==> config.mk <==
export PLATFORM = sky130hd
export DESIGN_NAME = multicycle_ctrl
export DESIGN_NICKNAME = d
export VERILOG_FILES = /design/src/rtl/multicycle_ctrl.sv
export SDC_FILE = /design/constraint.sdc
export NUM_CORES = 1
export LEC_CHECK = 0
export ABC_CLOCK_PERIOD_IN_PS = 4200
export CORE_UTILIZATION = 45
export CTS_CLUSTER_SIZE = 10
export DETAILED_ROUTE_END_ITERATION = 16
export HOLD_SLACK_MARGIN = 0.03
export PLACE_DENSITY = 0.71
export SYNTH_ARGS = -nofsm -noshare
export SYNTH_HDL_FRONTEND = slang
export SYNTH_SLANG_ARGS = --single-unit
==> constraint.sdc <==
create_clock -name clk -period 4.2 [get_ports clk]
set_input_delay 0.63 -clock clk [delete_from_list [all_inputs] [get_ports clk]]
set_output_delay 0.63 -clock clk [all_outputs]
set_load 0.01 [all_outputs]
==> src/rtl/multicycle_ctrl.sv <==
// Multi-cycle RV32 sequencer: FETCH/DECODE/EXECUTE/MEM/WB with imem/dmem handshakes,
// retire counting and a sticky trap on illegal ctrl words or memory timeouts.
module multicycle_ctrl #(
    parameter int unsigned MEM_TIMEOUT = 255
) (
    input  logic        clk,
    input  logic        reset_n,
    input  logic        run,
    input  logic [6:0]  ctrl,
    input  logic        branch_taken,
    output logic        imem_req,
    input  logic        imem_ack,
    output logic        dmem_req,
    output logic        dmem_we,
    input  logic        dmem_ack,
    output logic        ir_we,
    output logic        pc_we,
    output logic [1:0]  pc_sel,
    output logic        rf_we,
    output logic        alu_src_imm,
    output logic        busy,
    output logic        trap,
    output logic [31:0] retired
);

    typedef enum logic [2:0] {
        IDLE, FETCH, DECODE, EXECUTE, MEM, WB, TRAP
    } state_t;

    // Last count value at which a still-unacked request gives up.
    localparam logic [7:0] TO_LAST = 8'(MEM_TIMEOUT - 1);

    state_t     state, state_nxt;
    logic [7:0] wait_cnt;
    logic       retire;
    logic       timeout;
    logic       req_wait;

    assign timeout  = (wait_cnt == TO_LAST);
    assign req_wait = (imem_req && !imem_ack) || (dmem_req && !dmem_ack);

    always_ff @(posedge clk or negedge reset_n) begin
        if (!reset_n) begin
            state    <= IDLE;
            wait_cnt <= '0;
            retired  <= '0;
        end else begin
            state <= state_nxt;
            if (state_nxt != state && (state_nxt == FETCH || state_nxt == MEM))
                wait_cnt <= '0;
            else if (req_wait)
                wait_cnt <= wait_cnt + 8'd1;
            if (retire)
                retired <= retired + 32'd1;
        end
    end

    always_comb begin
        state_nxt   = state;
        imem_req    = 1'b0;
        dmem_req    = 1'b0;
        dmem_we     = 1'b0;
        ir_we       = 1'b0;
        pc_we       = 1'b0;
        pc_sel      = 2'b00;
        rf_we       = 1'b0;
        alu_src_imm = 1'b0;
        busy        = 1'b0;
        trap        = 1'b0;
        retire      = 1'b0;
        case (state)
            IDLE: begin
                if (run) state_nxt = FETCH;
            end
            FETCH: begin
                busy     = 1'b1;
                imem_req = 1'b1;
                if (imem_ack) begin
                    ir_we     = 1'b1;
                    state_nxt = DECODE;
                end else if (timeout) begin
                    state_nxt = TRAP;
                end
            end
            DECODE: begin
                busy = 1'b1;
                if (ctrl == 7'd0 || (ctrl[2] && ctrl[1])) state_nxt = TRAP;
                else                                      state_nxt = EXECUTE;
            end
            EXECUTE: begin
                busy        = 1'b1;
                alu_src_imm = ctrl[3];
                if (ctrl[2] || ctrl[1]) state_nxt = MEM;
                else if (ctrl[0])       state_nxt = WB;
                else                    retire    = 1'b1;
            end
            MEM: begin
                busy        = 1'b1;
                dmem_req    = 1'b1;
                dmem_we     = ctrl[1];
                alu_src_imm = 1'b1;
                if (dmem_ack) begin
                    if (ctrl[1]) retire    = 1'b1;
                    else         state_nxt = WB;
                end else if (timeout) begin
                    state_nxt = TRAP;
                end
            end
            WB: begin
                busy   = 1'b1;
                rf_we  = 1'b1;
                retire = 1'b1;
            end
            TRAP: begin
                trap = 1'b1;
            end
            default: state_nxt = IDLE;
        endcase

        // Jump beats a taken branch; the retire cycle also picks the next fetch.
        if (retire) begin
            pc_we     = 1'b1;
            pc_sel    = ctrl[4] ? 2'b10 : ((ctrl[5] && branch_taken) ? 2'b01 : 2'b00);
            state_nxt = run ? FETCH : IDLE;
        end
    end

endmodule

# Word-level counts from Yosys, hierarchy flattened
# Index checks and enable logic that the tools add are counted.
dict set report word_totals {
  n_memories 0
  ff_bits 43
  mem_bits_rw 0
  wordCells 62
  latch_bits 0
  romBits 0
}
dict set report classes {
  n_bitwise 0
  n_eq_ne 10
  n_shift 0
  n_reduce_logical 16
  n_addsub 2
  n_div 0
  magnitude_cmp 0
  multipliers 0
  mux 31
}
# cell n
set op_table {}
lappend op_table {{32-bit by 1-bit adder with 32-bit output, second input constant} 1}
lappend op_table {{3-bit two-way mux} 9}
lappend op_table {{3-bit one-hot mux with 6 select lines} 1}
lappend op_table {{8-bit two-way mux} 2}
lappend op_table {{1-bit two-way mux} 15}
lappend op_table {{3-bit == test, second input constant} 4}
lappend op_table {{8-bit by 1-bit adder with 8-bit output, second input constant} 1}
lappend op_table {{8-bit == test, second input constant} 1}
lappend op_table {{7-bit zero test} 1}
lappend op_table {{3-bit by 1-bit == test with 1-bit output, second input constant} 2}
lappend op_table {{3-bit by 2-bit == test with 1-bit output, second input constant} 2}
lappend op_table {{1-bit logical AND} 5}
lappend op_table {{5-bit OR reduction} 1}
lappend op_table {{1-bit logical OR} 4}
lappend op_table {{2-bit two-way mux} 2}
lappend op_table {{3-bit zero test} 1}
lappend op_table {{3-bit != test} 1}
lappend op_table {{1-bit one-hot mux with 3 select lines} 1}
lappend op_table {{1-bit zero test} 2}
lappend op_table {{1-bit one-hot mux with 2 select lines} 1}
lappend op_table {{2-bit nonzero test} 1}
lappend op_table {{2-bit OR reduction} 1}

# Longest topological paths before layout
dict set report logic_depth {
  ltp_word 9
  mapped_depth 8
}

# Worst setup path after synthesis
# No wires, ideal clock.
dict set report synth_timing {
  path_type {input -> output}
  from {input port ctrl[1]}
  to {output port pc_sel[0]}
  slack_ns 1.996
  path_buffers 1
  t_arrival_ns 1.574
  stages 4
  path_cell_list {nor3_1 > o2bb2ai_2 > buf_4 > and4b_1}
}
dict set report synth_between {
  elab_chain_len 4
  word_cells_on_any_way 6
}
# item line
set synth_lines {}
lappend synth_lines {{start: declaration} 9} ;# input logic [6:0] ctrl,
lappend synth_lines {{1-bit two-way mux or 1-bit logical OR (tied branches)} {103, 93}}
lappend synth_lines {{1-bit two-way mux, on equally long branches} {102, 93}}
lappend synth_lines {{1-bit one-hot mux with 3 select lines *} 71} ;# case (state)
lappend synth_lines {{2-bit two-way mux *} 121} ;# if (retire) begin
lappend synth_lines {{end: declaration} 18} ;# output logic [1:0] pc_sel,
# Mark *: on every way between the ends. The rest lies on a longest branch, timed or not.

# Worst setup path in the final report
# Same ends and word-level chain as after synthesis.

==> reports/results.tsv <==
metric	value	unit
run_status	complete, no violations	
ir_worst_vdd	0.2393	mV
maxSlewViolCount	0	
critical_path_capture_point_type	output pin	
via_count_of_the_first_global_routing_pass	1846	
cts_tree	built	
power_density	454.0	nW/um2
post-cts-setup-buffers	0	
netlist_area	2467	um2
p_leak	0.001304	uW
hold_class	register to register	
critical_path.startpoint_type	primary input	
synth.lib_cells_used.distinct	57	
die_h	76.05	um
final.period_utilization	80.74	%
maximum_fanout_encountered_on_the_critical_timing_path	12	
setup_repair_after_global_routing_missed_its_margin	false	
timing.hold.ws	0.4737	ns
io_buffer_count	55	
tritoncts.num_buffers	5	
number_of_max_cap_violations	0	
max_slew_margin	37.92	%
dp_slack	0.8292	ns
cts_root_buffer	clkbuf_8	
finalWirelength	5077	um
grt.total_usage	18.46	%
clock_insertion_delay_worst_skew	0.28	ns
synthDominantAreaCellType	dfrtp_1	
beginning_of_the_worst_hold_path	retired[31]$_DFFE_PN0P_	
multiInputGateArea	1267	um2
synth-seq-area-share	43.61	%
synth_edf_count	0	
synth_top_cells_by_count	dfrtp_1 (43), nor3_1 (21), xnor2_1 (21)	
initial_util	47.40	%
synth_nets	259	
avgRoutedWirePerCell	13.83	um
setup_violations	0	
netlist_instances	243	
synth_flop_cell	dfrtp_1	
synth_async_sr_flop_share	100.0	%
cp_data_required_time	3.57	ns
final_layout_size_suffix_gt1_share	8.754	%
timing.setup.tns	0	ns
post_synth.cell_area_avg	10.15	um2
fillerInstances	432	
final_antenna_net_count	0	
worst_r2r_endpoint	retired[21]$_DFFE_PN0P_	
yosys.cell_count.top_type	dfrtp_1	
grt_first_pass_wirelength	8687	um
routed_via_density	5.351	
cts.clk_slew.worst_paths	0.08	ns
rows	26	
layout_setup_ws	0.8087	ns
timing.clock.skew	0.008158	ns
gp_congestion	0.7927	
io-pin-count	56	
critical_path_arrival	2.76	ns
iteration_0_drc_markers	133	
synthDominantCellAreaShare	43.61	%
fp.dieArea	5783	um2
worst_r2r_path_depth	5	
area_grow_syn2layout	25.25	%
via_count	1964	
post_cts_resize_count	0	
fmax	294.9	MHz
reg2reg_setup_slack	1.67	ns
cts_num_sinks	43	
worstMarginPinSlew	0.9312	ns
die_x	76.05	um
drc_errors	0	
core_area	5205	um2
area.sequential	1076	um2
final.min_clock_period	3.391	ns
pin_count_of_the_biggest_net_entering_global_routing	44	
finalHoldViolations	0	
yosys-top-cells-area	dfrtp_1 (44%), xnor2_1 (7.5%), xor2_1 (6.0%), nor3_1 (4.3%), nand2_1 (2.9%)	
timing_worst_setup_path_type	primary input to output pin	
cts-hold-fix-buffers	0	
gr-total-overflow	0	
synth_seq_cells	43	
grt_antenna_before_repair	0	
min_to	retired[31]$_DFFE_PN0P_	
cts_max_level	2	
cts_buffer_depth	2	
layout.nets	312	
regToRegStartpoint	state[2]$_DFF_PN0_	
drt-pass1-iter-count	4	
yosysWarningCount	0	
hpwl	3674	um
antennaDiodeCount	0	
timing.hold.worst_path_depth	1	
cell type report:
type	count	area share [%]
Multi-Input combinational cell	183	41.01
Sequential cell	43	34.82
Timing Repair Buffer	55	17.65
Tap cell	70	2.834
Clock buffer	5	2.227
Inverter	8	0.9717
Clock inverter	3	0.4858
metrics by stage:
| step | std cells | util [%] | total power [uW] | cell area, um2 |
|---|---|---|---|---|
| floorplan | 243 | - | 1004 | 2467 |
| global placement | 359 | 57.76 | 1160 | 3007 |
| detailed placement | 359 | 57.76 | 1167 | 3007 |
| CTS | 367 | 59.38 | 1414 | 3090 |
| global route | 367 | 59.38 | 1501 | 3090 |
| finish | 367 | 59.38 | 1403 | 3090 |
cells in the final DEF, fill, tap and decap left out, drive strengths merged, types with 2 or more instances in the layout:
cell type,count
a21oi,5
nor3,21
mux2,2
nor4,2
nand4,12
nor2b,2
nor2,16
clkdlybuf4s50,54
and2,3
and4,3
ha,3
clkbuf,5
nor3b,2
inv,8
dfrtp,43
a2111oi,2
and3,6
xnor2,21
a21boi,2
xor2,17
clkinv,3
o211ai,3
or2b,3
nand4b,3
a31oi,3
o21ai,3
or3,2
nand2,19
or3b,2
nand3,12
cells by family (layout without fill, tap and decap cells):
| logic type | count (synthesis) | count (layout) | share of synthesized area, % |
|---|---|---|---|
| multiplexers | 2 | 2 | 0.9127 |
| buffers and inverters | 17 | 71 | 5.020 |
| flip-flops | 43 | 43 | 43.61 |
| AO/OA/AOI/OAI | 25 | 25 | 8.924 |
| AND/OR/NAND/NOR | 115 | 115 | 26.52 |
| XOR/XNOR | 38 | 38 | 13.49 |
| adder cells (fa/ha/maj) | 3 | 3 | 1.521 |
flip-flops by register name (all words and copies together) (netlist names):
signal / count
retired: 32
state: 3
wait_cnt: 8
critical path, stage by stage:
cell	delay (ns)
clkdlybuf4s50_1	0.52
nor3_1	0.46
o2bb2ai_2	0.34
and4b_1	0.28
clkdlybuf4s50_1	0.53
power breakdown:
part / switching [uW] / internal [uW]
Combinational: 286 / 292
Clock: 130 / 114
Sequential: 115 / 465
Total: 532 / 871
metal layers:
layer / wire, um / global-route usage, % / up-vias / share of wire, %
li1: - / - / 972 / -
met4: 21 / 4.038 / 0 / 0.41
met3: 259 / 3.353 / 2 / 5.1
met2: 2424 / 30.00 / 51 / 48
met5: 0 / 0 / - / 0
met1: 2371 / 25.84 / 939 / 47
how the worst max path moves through the flow:
| stage | start | end | cells past startpoint | slack, ns |
|---|---|---|---|---|
| finish | ctrl[1] | pc_sel[0] | 5 | 0.81 |
| global route | ctrl[1] | pc_sel[0] | 5 | 0.68 |
| CTS | ctrl[1] | pc_sel[0] | 5 | 0.83 |
| detailed placement | ctrl[1] | pc_sel[0] | 5 | 0.83 |
| global placement | ctrl[1] | pc_sel[0] | 5 | 0.87 |
| floorplan | ctrl[1] | pc_sel[0] | 4 | 2.00 |
(Power assumes the default switching activity.)
